===== src/rtl/bw_clk_cl_rst_seq_if.sv =====
// Purpose : control/status bundle between the cluster clock/reset sequencer
//           and its requester (cken mask, warm-reset and debug-init pulses in;
//           per-cluster clock enables, global reset/debug-init and status out).
// Ports   : master = requester side (drives requests, observes outputs),
//           slave  = sequencer side (observes requests, drives outputs).
interface bw_clk_cl_rst_seq_if #(
  parameter int NUM_CL = 4
);

  logic [NUM_CL-1:0] cken_mask;     // per-cluster enable request, honoured in RUN
  logic              wrm_rst_req;   // warm-reset request pulse
  logic              dbg_init_req;  // debug-init request pulse
  logic [NUM_CL-1:0] cluster_cken;  // per-cluster clock enables
  logic              grst_l;        // global reset, active-low
  logic              gdbginit_l;    // global debug init, active-low
  logic              busy;          // sequencer not in RUN
  logic              seq_done;      // one-cycle pulse on each RUN entry

  modport master (
    output cken_mask,
    output wrm_rst_req,
    output dbg_init_req,
    input  cluster_cken,
    input  grst_l,
    input  gdbginit_l,
    input  busy,
    input  seq_done
  );

  modport slave (
    input  cken_mask,
    input  wrm_rst_req,
    input  dbg_init_req,
    output cluster_cken,
    output grst_l,
    output gdbginit_l,
    output busy,
    output seq_done
  );

endinterface


===== src/rtl/bw_clk_cl_rst_seq.sv =====
// Purpose : cluster clock-enable / global reset sequencer. After reset the
//           cluster clock enables are turned on, grst_l/gdbginit_l are held low
//           for RST_CYC cycles, then the block runs; warm reset and debug init
//           can be requested from RUN.
// Ports   : gclk (clock), arst_l (async active-low reset), bus (slave modport
//           of bw_clk_cl_rst_seq_if carrying requests and all outputs).
// Latency : all outputs registered; requests act on the edge that samples them.
// Config  : define CLK_CL_STAGGER_EN to turn cluster enables on one at a time,
//           STAGGER_CYC cycles apart; otherwise all turn on together.
module bw_clk_cl_rst_seq #(
  parameter int NUM_CL      = 4,
  parameter int RST_CYC     = 16,
  parameter int DBG_CYC     = 8,
  parameter int STAGGER_CYC = 2
) (
  input  logic                  gclk,
  input  logic                  arst_l,
  bw_clk_cl_rst_seq_if.slave    bus
);

  // Cluster index must be able to hold NUM_CL ("all clusters enabled"),
  // and is never narrower than 2 bits.
  localparam int IDX_W = ($clog2(NUM_CL + 1) < 2) ? 2 : $clog2(NUM_CL + 1);

  localparam logic [7:0]       RST_LD   = 8'(RST_CYC - 1);
  localparam logic [7:0]       DBG_LD   = 8'(DBG_CYC - 1);
  localparam logic [IDX_W-1:0] IDX_LAST = IDX_W'(NUM_CL);

  // Parameter legality checks at elaboration.
  if (RST_CYC < 1 || RST_CYC > 255) begin : g_bad_rst_cyc
    $error("RST_CYC must be in 1..255");
  end
  if (DBG_CYC < 1 || DBG_CYC > 255) begin : g_bad_dbg_cyc
    $error("DBG_CYC must be in 1..255");
  end
  if (STAGGER_CYC < 1 || STAGGER_CYC > 255) begin : g_bad_stagger_cyc
    $error("STAGGER_CYC must be in 1..255");
  end
  if (NUM_CL < 1) begin : g_bad_num_cl
    $error("NUM_CL must be at least 1");
  end

  typedef enum logic [2:0] {
    CKEN_ON  = 3'd0,
    RST_HOLD = 3'd1,
    RUN      = 3'd2,
    WRM_RST  = 3'd3,
    DBG_INIT = 3'd4
  } state_t;

  state_t            state_q,   state_nxt;
  logic [7:0]        cnt_q,     cnt_nxt;
  logic [IDX_W-1:0]  idx_q,     idx_nxt;
  logic [NUM_CL-1:0] cken_q,    cken_nxt;
  logic              grst_q,    grst_nxt;
  logic              gdbg_q,    gdbg_nxt;
  logic              busy_q,    busy_nxt;
  logic              done_q,    done_nxt;

  // State and output registers.
  always_ff @(posedge gclk or negedge arst_l) begin
    if (!arst_l) begin
      state_q <= CKEN_ON;
      cnt_q   <= '0;
      idx_q   <= '0;
      cken_q  <= '0;
      grst_q  <= 1'b0;
      gdbg_q  <= 1'b0;
      busy_q  <= 1'b1;
      done_q  <= 1'b0;
    end else begin
      state_q <= state_nxt;
      cnt_q   <= cnt_nxt;
      idx_q   <= idx_nxt;
      cken_q  <= cken_nxt;
      grst_q  <= grst_nxt;
      gdbg_q  <= gdbg_nxt;
      busy_q  <= busy_nxt;
      done_q  <= done_nxt;
    end
  end

  // Next-state, counter and registered-output values.
  always_comb begin
    state_nxt = state_q;
    cnt_nxt   = cnt_q;
    idx_nxt   = idx_q;
    cken_nxt  = cken_q;

    case (state_q)
      CKEN_ON: begin
        // cnt_q counts the gap to the next enable; idx_q is the next
        // cluster to enable, IDX_LAST meaning every cluster is on.
        if (cnt_q != 8'd0) begin
          cnt_nxt = cnt_q - 8'd1;
        end else if (idx_q == IDX_LAST) begin
          state_nxt = RST_HOLD;
          cnt_nxt   = RST_LD;
        end else begin
`ifdef CLK_CL_STAGGER_EN
          cken_nxt = cken_q | (NUM_CL'(1) << idx_q);
          idx_nxt  = idx_q + IDX_W'(1);
          cnt_nxt  = 8'(STAGGER_CYC - 1);
`else
          cken_nxt = '1;
          idx_nxt  = IDX_LAST;
          cnt_nxt  = 8'd0;
`endif
        end
      end

      RST_HOLD, WRM_RST: begin
        // Requests are ignored while a reset hold is in progress.
        if (cnt_q == 8'd0) begin
          state_nxt = RUN;
        end else begin
          cnt_nxt = cnt_q - 8'd1;
        end
      end

      RUN: begin
        // Warm reset has priority; a simultaneous debug request is dropped.
        if (bus.wrm_rst_req) begin
          state_nxt = WRM_RST;
          cnt_nxt   = RST_LD;
        end else if (bus.dbg_init_req) begin
          state_nxt = DBG_INIT;
          cnt_nxt   = DBG_LD;
        end
      end

      DBG_INIT: begin
        // Warm reset preempts debug init and starts a full reset hold.
        if (bus.wrm_rst_req) begin
          state_nxt = WRM_RST;
          cnt_nxt   = RST_LD;
        end else if (cnt_q == 8'd0) begin
          state_nxt = RUN;
        end else begin
          cnt_nxt = cnt_q - 8'd1;
        end
      end

      default: begin
        state_nxt = CKEN_ON;
        cnt_nxt   = 8'd0;
        idx_nxt   = '0;
        cken_nxt  = '0;
      end
    endcase

    // RUN parks the counter at zero so every later entry starts clean.
    if (state_nxt == RUN) begin
      cnt_nxt = 8'd0;
    end

    // Cluster enables: forced on through reset holds, follow the mask when
    // the clusters are live, and built up bit by bit during CKEN_ON.
    if (state_nxt == RUN || state_nxt == DBG_INIT) begin
      cken_nxt = bus.cken_mask;
    end else if (state_nxt == RST_HOLD || state_nxt == WRM_RST) begin
      cken_nxt = '1;
    end

    grst_nxt = (state_nxt == RUN) || (state_nxt == DBG_INIT);
    gdbg_nxt = (state_nxt == RUN);
    busy_nxt = (state_nxt != RUN);
    done_nxt = (state_nxt == RUN) && (state_q != RUN);
  end

  assign bus.cluster_cken = cken_q;
  assign bus.grst_l       = grst_q;
  assign bus.gdbginit_l   = gdbg_q;
  assign bus.busy         = busy_q;
  assign bus.seq_done     = done_q;

endmodule

===== src/flat_wrapper.sv =====
// flat-port wrapper written by rule: the top's interface ports become plain ports
module bw_clk_cl_rst_seq_flat 
#(
  parameter int NUM_CL      = 4,
  parameter int RST_CYC     = 16,
  parameter int DBG_CYC     = 8,
  parameter int STAGGER_CYC = 2
)
  (gclk, arst_l, bus_cken_mask, bus_wrm_rst_req, bus_dbg_init_req, bus_cluster_cken, bus_grst_l, bus_gdbginit_l, bus_busy, bus_seq_done);
  bw_clk_cl_rst_seq_if #(.NUM_CL(NUM_CL)) bus_i ();
  input  logic gclk;
  input  logic arst_l;
  input wire logic [$bits(bus_i.cken_mask)-1:0] bus_cken_mask;
  input wire logic [$bits(bus_i.wrm_rst_req)-1:0] bus_wrm_rst_req;
  input wire logic [$bits(bus_i.dbg_init_req)-1:0] bus_dbg_init_req;
  output wire logic [$bits(bus_i.cluster_cken)-1:0] bus_cluster_cken;
  output wire logic [$bits(bus_i.grst_l)-1:0] bus_grst_l;
  output wire logic [$bits(bus_i.gdbginit_l)-1:0] bus_gdbginit_l;
  output wire logic [$bits(bus_i.busy)-1:0] bus_busy;
  output wire logic [$bits(bus_i.seq_done)-1:0] bus_seq_done;
  assign bus_i.cken_mask = bus_cken_mask;
  assign bus_i.wrm_rst_req = bus_wrm_rst_req;
  assign bus_i.dbg_init_req = bus_dbg_init_req;
  assign bus_cluster_cken = bus_i.cluster_cken;
  assign bus_grst_l = bus_i.grst_l;
  assign bus_gdbginit_l = bus_i.gdbginit_l;
  assign bus_busy = bus_i.busy;
  assign bus_seq_done = bus_i.seq_done;
  bw_clk_cl_rst_seq #(.NUM_CL(NUM_CL), .RST_CYC(RST_CYC), .DBG_CYC(DBG_CYC), .STAGGER_CYC(STAGGER_CYC)) u_core (.gclk(gclk), .arst_l(arst_l), .bus(bus_i));
endmodule

===== config.mk =====
export PLATFORM = sky130hd
export DESIGN_NAME = bw_clk_cl_rst_seq_flat
export DESIGN_NICKNAME = d
export VERILOG_FILES = /design/src/rtl/bw_clk_cl_rst_seq_if.sv /design/src/rtl/bw_clk_cl_rst_seq.sv /design/src/flat_wrapper.sv
export SDC_FILE = /design/constraint.sdc
export NUM_CORES = 1
export LEC_CHECK = 0
export ABC_CLOCK_PERIOD_IN_PS = 2200
export BUFFER_PORTS_ARGS = -buffer_cell sky130_fd_sc_hd__buf_2
export CAP_MARGIN = 15
export CORE_ASPECT_RATIO = 0.8
export CORE_MARGIN = 2
export CORE_UTILIZATION = 39
export DETAILED_ROUTE_END_ITERATION = 8
export GPL_TIMING_DRIVEN = 0
export PLACE_DENSITY_LB_ADDON = 0.2
export SYNTH_ARGS = -nofsm -noshare
export SYNTH_HDL_FRONTEND = slang
export SYNTH_SLANG_ARGS = --single-unit

===== constraint.sdc =====
create_clock -name gclk -period 2.2 [get_ports gclk]
set_input_delay 0.44 -clock gclk [delete_from_list [all_inputs] [get_ports gclk]]
set_output_delay 0.44 -clock gclk [all_outputs]
set_load 0.005 [all_outputs]

==> flow_metrics.env, run 1 <==
export IMPL_routed_wl_mm=2.69
export IMPL_cp_slowest_cell="or4_4"
export IMPL_dp_hpwl_mm=1.89
export IMPL_io_pins=16
export IMPL_start_kind="flop"
export IMPL_hold_buffers=0
export IMPL_crit_chain="or4_4 > buf_6 > o21ai_4 > o311ai_4 > o2111a_2 > a221o_1"
export IMPL_synth_top_area_cell="dfrtp_1"
export IMPL_timing_fmax_mhz=446
export IMPL_power_mw=2.26
export IMPL_gr_usage_all_layers_pct=16.9
export IMPL_core_area_um2=2830
export IMPL_violations="negative setup slack"
export IMPL_drtAntennaViolNets=0
export IMPL_clockRootBuffer="clkbuf_8"
export IMPL_p_leak_nw=0.622
export IMPL_cts_max_path_buffers=2
export IMPL_critPathTopFamily="compound AO/OA/AOI/OAI gates"
export IMPL_end_kind="flop"
export IMPL_layout_nets=160
export IMPL_grt_pass1_vias=880
export IMPL_worstPathArrival_ps=2380
export IMPL_ys_ff_latch=20
export IMPL_syn_area_um2=1180
export IMPL_slowest_delay_ps=550
export IMPL_synth_cell_types=40
export IMPL_dr_pass1_iters=4
export IMPL_hold_violations=0
export IMPL_required_ps=2340
export IMPL_critPathBufInv=1
export IMPL_grt_max_degree=21
export IMPL_port_buffers=14
export IMPL_wl_per_cell_um=14.4
export IMPL_timing_worst_setup_path_type="reg -> reg"
export IMPL_first_iter_violations=54
export IMPL_layout_min_cycle_time_ps=2240
export IMPL_insertion_delay_ps=260
export IMPL_antenna_found_initial=0
export IMPL_avgViaCountPerCell=5.44
export IMPL_synth_area_leaders="dfrtp_1, a221o_1, a21oi_1"
export IMPL_ys_warn_count=0
export IMPL_syn_to_final_growth_pct=20.3
export IMPL_syn_area_per_cell_um2=9.44
export IMPL_die_area_um2=3480
export IMPL_via_count=1018
export IMPL_rsz0062_at_grt="true"
export IMPL_utilization_pct=50.2
export IMPL_ys_seq_area_share_pct=42.5
export IMPL_routabilityCongestion=0.803
export IMPL_clkTransAtPathRegs_ps=80
export IMPL_synth_edf_count=0
export IMPL_synthArstFlopShare_pct=100
export IMPL_relSlewSlack_pct=55.9
export IMPL_tightestPinTransition_ps=656
export IMPL_cts_buffers=3
export IMPL_dp_slack_ps=-181
export IMPL_grt_pass1_wl_mm=4.27
export IMPL_die_w_um=65.5
export IMPL_status="complete, but fails checks"
export IMPL_critPathMaxFanout=5
export IMPL_peakVddDrop_v=0.000556
export IMPL_netlist_instances=125
export IMPL_synth_fp_nets=135
export IMPL_rows=17
export IMPL_synth_top_cell_area_share_pct=40.3
export IMPL_drc=0
export IMPL_setup_viol=4
export IMPL_drv_cap=0
export IMPL_final_max_slew_viol_count=0
export IMPL_clock_sinks=20
export IMPL_gr_total_overflow=0
export IMPL_fin_ws_ps=-41.7
export IMPL_hold_class="in -> async"
export IMPL_htreeDepth=1
export IMPL_synthFlopType="dfrtp_1"
export IMPL_power_density_nw_per_um2=1590
export IMPL_period_share_pct=102
export IMPL_die_height_um=53.2
export IMPL_cts_tree="built"
export IMPL_num_antenna_cells=0
export IMPL_fin_worst_skew_ps=12.8
export IMPL_mostFrequentLayoutCells="buf_2, dfrtp_1, nor3_1, a21oi_1, o21ai_0"
export IMPL_drive_gt1_share_pct=29.5
export IMPL_floorplan_initialDensity_pct=41.7
export IMPL_final_common_cell="buf_2"
## layout make-up
| type | count | area [µm²] |
|---|---|---|
| buffer | 7 | 37.5 |
| multi-input combinational | 90 | 634 |
| timing repair buffer | 21 | 123 |
| sequential | 20 | 505 |
| tap | 38 | 47.5 |
| clock buffer | 4 | 45.0 |
| inverter | 7 | 26.3 |
| fill | 256 | 1410 |
## through the flow
step / cell area (µm²) / hold WS, ps / std cells / TNS, ps
floorplan: 1180 / 144 / 125 / 0
global placement: 1300 / 407 / 177 / -519
detailed placement: 1300 / 418 / 177 / -743
CTS: 1390 / 130 / 185 / 0
global route: 1420 / 147 / 187 / -304
finish: 1420 / 111 / 187 / -147
## where the power goes
group | switching, mW | internal (mW)
clock | 0.119 | 0.129
combinational | 0.736 | 0.627
sequential | 0.114 | 0.536
total | 0.970 | 1.29
## synth_stat cells, types with 2 or more instances
| cell type | n |
|---|---|
| dfrtp_1 | 19 |
| a21oi_1 | 9 |
| nor3_1 | 9 |
| o21ai_0 | 9 |
| nor2_1 | 8 |
| inv_1 | 7 |
| nand2_1 | 7 |
| a221o_1 | 5 |
| buf_2 | 4 |
| clkbuf_1 | 4 |
| xor2_1 | 4 |
| nor2b_1 | 3 |
| a211oi_1 | 2 |
| a21o_1 | 2 |
| a31oi_1 | 2 |
| ha_1 | 2 |
| nand2b_1 | 2 |
| nor4_1 | 2 |
| or3_1 | 2 |
| or4_1 | 2 |
| xnor2_1 | 2 |
## layer usage
metal  up-vias  global-route usage [%]  part of all wire (%)
met2        29                    24.3                    45
met4         0                    4.17                  0.45
met1       475                    24.7                    49
met5         -                       0                     0
met3         2                    4.89                   5.7
li1        512                       -                     -
## final timing paths
check,slack (ps),to,startpoint,cells after the start
setup / recovery,-40,u_core.bus.cluster_cken[1],u_core.cnt_q[3],6
min in group gclk,420,u_core.bus.cluster_cken[0],bus_cken_mask[0],2
max in group asynchronous,1740,u_core.bus.busy,arst_l,1
hold / removal,110,u_core.state_q[1],arst_l,1
hold reg to reg,520,u_core.bus.cluster_cken[0],u_core.bus.cluster_cken[0],1
setup reg to reg,-40,u_core.bus.cluster_cken[1],u_core.cnt_q[3],6
## repair_timing
item                       in CTS  in global routing
pin swaps                       3                  2
resized for setup               6                  5
setup endpoints to repair      10                  5
setup buffers                   5                  2
## flip-flops by register name, summed over array words and instances (netlist names)
signal	flops
u_core.bus.busy	1
u_core.bus.cluster_cken	4
u_core.idx_q	1
u_core.state_q	3
u_core.cnt_q	8
u_core.bus.grst_l	1
u_core.bus.seq_done	1
u_core.bus.gdbginit_l	1
## kinds of logic (layout without fill, tap and decap cells)
family / after synthesis / in the layout / synth area share, %
compound gates: 41 / 41 / 26.4
xor+xnor: 6 / 6 / 4.45
flops: 20 / 20 / 42.5
buf+inv: 15 / 39 / 5.20
fa+ha+maj: 2 / 2 / 2.12
simple gates: 41 / 41 / 19.3
No activity file was read; power rests on OpenSTA's default activity.
==> inputs of run 2 (changes only) <==
--- a/config.mk
+++ b/config.mk
@@ -8,8 +8,8 @@
 export ABC_CLOCK_PERIOD_IN_PS = 2200
 export BUFFER_PORTS_ARGS = -buffer_cell sky130_fd_sc_hd__buf_2
 export CAP_MARGIN = 15
-export CORE_ASPECT_RATIO = 0.8
-export CORE_MARGIN = 2
+export CORE_ASPECT_RATIO = 0.5
+export CORE_MARGIN = 5
 export CORE_UTILIZATION = 39
 export DETAILED_ROUTE_END_ITERATION = 8
 export GPL_TIMING_DRIVEN = 0
==> run 2 against run 1 <==
Compared with the run above: the flow now finishes without violations; register-to-register slack improved by 60 ps; power down 0.61%; cell area up 0.26%; first-iteration DRC count increased by 1.9%; die area is 23% higher; critical path depth is 1 lower; critical path type unchanged; largest cell class unchanged.
==> flow_metrics.env, run 2 (synthesis gave the netlist of run 1 again) <==
export IMPL_start_kind="flop"
export IMPL_fin_worst_skew_ps=1.49
export IMPL_power_density_nw_per_um2=1580
export IMPL_critPathMaxFanout=6
export IMPL_floorplan_initialDensity_pct=40.1
export IMPL_antenna_found_initial=0
export IMPL_io_pins=16
export IMPL_end_kind="flop"
export IMPL_cts_buffers=3
export IMPL_clockRootBuffer="clkbuf_8"
export IMPL_worstPathArrival_ps=2320
export IMPL_hold_violations=0
export IMPL_insertion_delay_ps=260
export IMPL_required_ps=2340
export IMPL_clockPowerShare_pct=11.1
export IMPL_dp_hpwl_mm=1.95
export IMPL_tightestPinTransition_ps=661
export IMPL_routed_wl_mm=2.91
export IMPL_gr_usage_all_layers_pct=14.5
export IMPL_utilization_pct=48.3
export IMPL_regMostFlops="u_core.cnt_q"
export IMPL_dr_pass1_iters=4
export IMPL_grt_pass1_vias=1037
export IMPL_fin_cells=187
export IMPL_power_frac_comb_pct=60.2
export IMPL_dp_slack_ps=-174
export IMPL_status="complete, no violations"
export IMPL_p_sw_share_pct=43.9
export IMPL_wl_per_cell_um=15.5
export IMPL_setup_viol=0
export IMPL_dpl_instance_area_um2=1300
export IMPL_hold_buffers=0
export IMPL_htreeDepth=1
export IMPL_grt_max_degree=21
export IMPL_drtAntennaViolNets=0
export IMPL_rows=14
export IMPL_port_buffers=14
export IMPL_largest_reg_flops=8
export IMPL_final_common_cell="buf_2"
export IMPL_mostFrequentLayoutCells="buf_2, dfrtp_1, nor3_1, a21oi_1"
export IMPL_peakVddDrop_v=0.000633
export IMPL_drive_gt1_share_pct=31.3
export IMPL_drv_cap=0
export IMPL_clkTransAtPathRegs_ps=70
export IMPL_first_iter_violations=55
export IMPL_fin_ws_ps=19.7
export IMPL_timing_worst_setup_path_type="reg -> reg"
export IMPL_relSlewSlack_pct=55.5
export IMPL_clock_sinks=20
export IMPL_die_height_um=48.9
export IMPL_syn_to_final_growth_pct=20.6
export IMPL_period_share_pct=99.1
export IMPL_cts_tree="built"
export IMPL_internal_power_mw=1.26
export IMPL_hold_class="in -> async"
export IMPL_die_w_um=87.8
export IMPL_core_area_um2=2940
export IMPL_layout_min_cycle_time_ps=2180
export IMPL_p_leak_nw=0.612
export IMPL_final_max_slew_viol_count=0
export IMPL_num_antenna_cells=0
export IMPL_layout_nets=158
export IMPL_routabilityCongestion=0.847
export IMPL_grt_pass1_wl_mm=5.00
export IMPL_cts_max_path_buffers=2
export IMPL_via_count=1037
export IMPL_stdcell_area_um2=1420
export IMPL_rsz0062_at_grt="true"
export IMPL_p_seq_share_pct=28.7
export IMPL_avgViaCountPerCell=5.55
export IMPL_timing_fmax_mhz=459
export IMPL_gr_total_overflow=0
export IMPL_drc=0
export IMPL_place_inst=179
export IMPL_die_area_um2=4290
export IMPL_p_switching_mw=0.987
export IMPL_r2r_slack_ps=20
## run 2: changes by cell type in the layout (fill, tap and decap cells not counted), sizes merged
cell	previous run	this run
buf	25	23
## run 2: worst paths after layout
path                                       startpoint                    endpoint  depth (start not counted)
setup / recovery                      u_core.cnt_q[3]  u_core.bus.cluster_cken[1]                          5
min in group gclk                    bus_cken_mask[2]  u_core.bus.cluster_cken[2]                          2
hold / removal                                 arst_l           u_core.state_q[2]                          1
hold reg to reg            u_core.bus.cluster_cken[2]  u_core.bus.cluster_cken[2]                          1
max in group asynchronous                      arst_l             u_core.bus.busy                          1
setup reg to reg                      u_core.cnt_q[3]  u_core.bus.cluster_cken[1]                          5
## run 2: cell type report
type	instances	area (µm²)
Multi-Input combinational cell	90	654
Clock buffer	4	45.0
Timing Repair Buffer	20	115
Sequential cell	20	505
Tap cell	40	50.0
Fill cell	289	1520
Inverter	7	26.3
Buffer	6	26.3
## run 2: worst max-delay path, stage by stage, from the launching register on
cell	delay, ps
dfrtp_2	430
or4_4	600
o21ai_4	230
o311ai_4	160
o2111a_2	330
a221o_1	310
## run 2: per-layer routing
layer	global-route usage [%]	vias to the layer above	part of all wire, %
li1	-	503	-
met1	19.7	505	47
met2	23.5	27	48
met3	3.71	2	4.6
met4	2.55	0	0.52
met5	0	-	0
## run 2: metrics by stage
| stage | hold WS (ps) | TNS (ps) | total power [mW] |
|---|---|---|---|
| after floorplan | 144 | 0 | 1.55 |
| after global placement | 419 | -520 | 1.82 |
| final | 116 | 0 | 2.25 |
| after CTS | 138 | 0 | 2.21 |
| after detailed placement | 425 | -800 | 1.84 |
| after global routing | 160 | -16.2 | 2.43 |
## run 2: timing repair
item | in CTS | in global routing
endpoints found under the setup margin | 10 | 5
pin swaps | 3 | 3
endpoints found under the hold margin | 0 | 0
setup buffers | 5 | 1
resized for setup | 8 | 8
## run 2: power groups by stage
| stage | clock network (mW) | registers, mW | logic (mW) |
|---|---|---|---|
| after floorplan | 0 | 0.651 | 0.895 |
| after global placement | 0 | 0.660 | 1.16 |
| after detailed placement | 0 | 0.663 | 1.17 |
| after CTS | 0.258 | 0.638 | 1.32 |
| after global routing | 0.275 | 0.666 | 1.49 |
| final | 0.249 | 0.646 | 1.35 |
==> inputs of run 3 (changes only) <==
--- a/config.mk
+++ b/config.mk
@@ -9,7 +9,6 @@
 export BUFFER_PORTS_ARGS = -buffer_cell sky130_fd_sc_hd__buf_2
 export CAP_MARGIN = 15
 export CORE_ASPECT_RATIO = 0.5
-export CORE_MARGIN = 5
 export CORE_UTILIZATION = 39
 export DETAILED_ROUTE_END_ITERATION = 8
 export GPL_TIMING_DRIVEN = 0
==> run 3 against run 2 <==
Compared with the run above: the run now ends with negative setup slack left; combinational power decreased by 5%; count of clock-buffer cells in the layout is the same; sequential power is 2% higher; largest cell class unchanged; highest routed layer unchanged.
==> flow_metrics.env, run 3 (synthesis gave the netlist of run 1 again) <==
export IMPL_status="complete, but fails checks"
export IMPL_violations="negative setup slack"
export IMPL_fin_worst_skew_ps=3.19
export IMPL_final_max_slew_viol_count=0
export IMPL_clkTransAtPathRegs_ps=70
export IMPL_die_area_um2=3260
export IMPL_grt_max_degree=21
export IMPL_place_inst=176
export IMPL_crit_chain="or4_4 > buf_6 > o21ai_4 > o311ai_4 > o2111a_2 > a221o_1"
export IMPL_cp_slowest_cell="or4_4"
export IMPL_fin_ws_ps=-18.3
export IMPL_power_density_nw_per_um2=1570
export IMPL_hold_class="in -> async"
export IMPL_dr_pass1_iters=4
export IMPL_insertion_delay_ps=260
export IMPL_htreeDepth=1
export IMPL_layout_min_cycle_time_ps=2220
export IMPL_drtAntennaViolNets=0
export IMPL_power_mw=2.19
export IMPL_routed_wl_mm=2.68
export IMPL_relSlewSlack_pct=59.0
export IMPL_syn_to_final_growth_pct=18.2
export IMPL_dp_hpwl_mm=1.96
export IMPL_drive_gt1_share_pct=28.3
export IMPL_core_area_um2=2730
export IMPL_first_iter_violations=26
export IMPL_grt_pass1_wl_mm=4.24
export IMPL_hold_violations=0
export IMPL_slowest_delay_ps=540
export IMPL_drv_cap=0
export IMPL_mostFrequentLayoutCells="buf_2, dfrtp_1, nor3_1, a21oi_1, o21ai_0"
export IMPL_cts_tree="built"
export IMPL_avgViaCountPerCell=5.55
export IMPL_setup_viol=4
export IMPL_fin_cells=182
export IMPL_die_height_um=40.9
export IMPL_rsz0062_at_grt="true"
export IMPL_rows=13
export IMPL_io_pins=16
export IMPL_cts_buffers=3
export IMPL_hold_buffers=0
export IMPL_worstPathArrival_ps=2360
export IMPL_routabilityCongestion=0.898
export IMPL_tightestPinTransition_ps=610
export IMPL_utilization_pct=51.1
export IMPL_p_leak_nw=0.604
export IMPL_floorplan_initialDensity_pct=43.2
export IMPL_grt_pass1_vias=889
export IMPL_peakVddDrop_v=0.000640
export IMPL_p_switching_mw=0.951
export IMPL_die_w_um=79.8
export IMPL_period_share_pct=101
export IMPL_required_ps=2340
export IMPL_power_frac_comb_pct=58.5
export IMPL_largest_reg_flops=8
export IMPL_p_sw_share_pct=43.5
export IMPL_setup_tns_ps=-39.0
export IMPL_clock_sinks=20
export IMPL_antenna_found_initial=0
export IMPL_num_antenna_cells=0
export IMPL_clockPowerShare_pct=11.4
export IMPL_end_kind="flop"
export IMPL_port_buffers=14
export IMPL_gr_total_overflow=0
export IMPL_drc=0
export IMPL_regMostFlops="u_core.cnt_q"
export IMPL_cts_max_path_buffers=2
export IMPL_critPathMaxFanout=6
export IMPL_wl_per_cell_um=14.7
export IMPL_timing_fmax_mhz=451
export IMPL_layout_nets=156
export IMPL_via_count=1011
export IMPL_r2r_cells=6
export IMPL_gr_usage_all_layers_pct=18.5
export IMPL_p_seq_share_pct=30.1
export IMPL_start_kind="flop"
export IMPL_timing_worst_setup_path_type="reg -> reg"
export IMPL_final_common_cell="buf_2"
export IMPL_clockRootBuffer="clkbuf_8"
export IMPL_internal_power_mw=1.24
export IMPL_hold_slack_ps=110
run 3: changes by cell type in the layout (fill, tap and decap cells not counted):
cell	previous run	this run
buf_4	6	3
ha_1	1	2
o21ai_0	8	9
inv_2	2	0
o21ai_1	1	0
ha_4	1	0
buf_6	0	1
inv_1	5	7
run 3: per-layer routing:
layer  global-route usage [%]  wire [µm]  vias up
li1                         -          -      498
met1                     24.6       1290      477
met2                     30.6       1190       34
met3                     5.33        189        2
met4                     4.46         13        0
met5                        0          0        -
run 3: cell type report:
cell class / instances / area (µm²)
tap: 37 / 46.3
sequential: 20 / 505
clock buffer: 4 / 45.0
buffer: 7 / 37.5
inverter: 7 / 26.3
multi-input combinational: 90 / 642
timing repair buffer: 17 / 92.6
fill: 270 / 1340
run 3: final timing paths:
| check | from | end | slack (ps) |
|---|---|---|---|
| max reg2reg | u_core.cnt_q[3] | u_core.bus.cluster_cken[1] | -20 |
| max | u_core.cnt_q[3] | u_core.bus.cluster_cken[1] | -20 |
| min in group gclk | bus_cken_mask[0] | u_core.bus.cluster_cken[0] | 400 |
| min reg2reg | u_core.bus.cluster_cken[0] | u_core.bus.cluster_cken[0] | 520 |
| max in group asynchronous | arst_l | u_core.bus.busy | 1750 |
| min | arst_l | u_core.idx_q[2] | 110 |
run 3: through the flow:
step                worst slack, ps  cell area [µm²]
floorplan                      64.4             1180
global placement               -187             1300
detailed placement             -236             1300
CTS                            18.6             1380
global route                  -64.0             1400
finish                        -18.3             1400
run 3: repair_timing:
action | 4_1_cts | 5_1_grt
gates resized for setup | 9 | 2
pin swaps | 3 | 2
setup endpoints to repair | 7 | 4
setup buffers | 2 | 1
run 3: power groups by stage:
stage	Combinational, mW	Clock (mW)	Sequential [mW]
final	1.28	0.250	0.658
after global routing	1.41	0.269	0.679
after CTS	1.24	0.253	0.654
after detailed placement	1.16	0	0.666
after global placement	1.15	0	0.661
after floorplan	0.895	0	0.651
run 3: critical path, delay by kind of cell (launching register included):
family / cells / cell delay [ps]
buffers and inverters: 1 / 150
flip-flops: 1 / 440
AO/OA/AOI/OAI: 4 / 970
AND/OR/NAND/NOR: 1 / 540
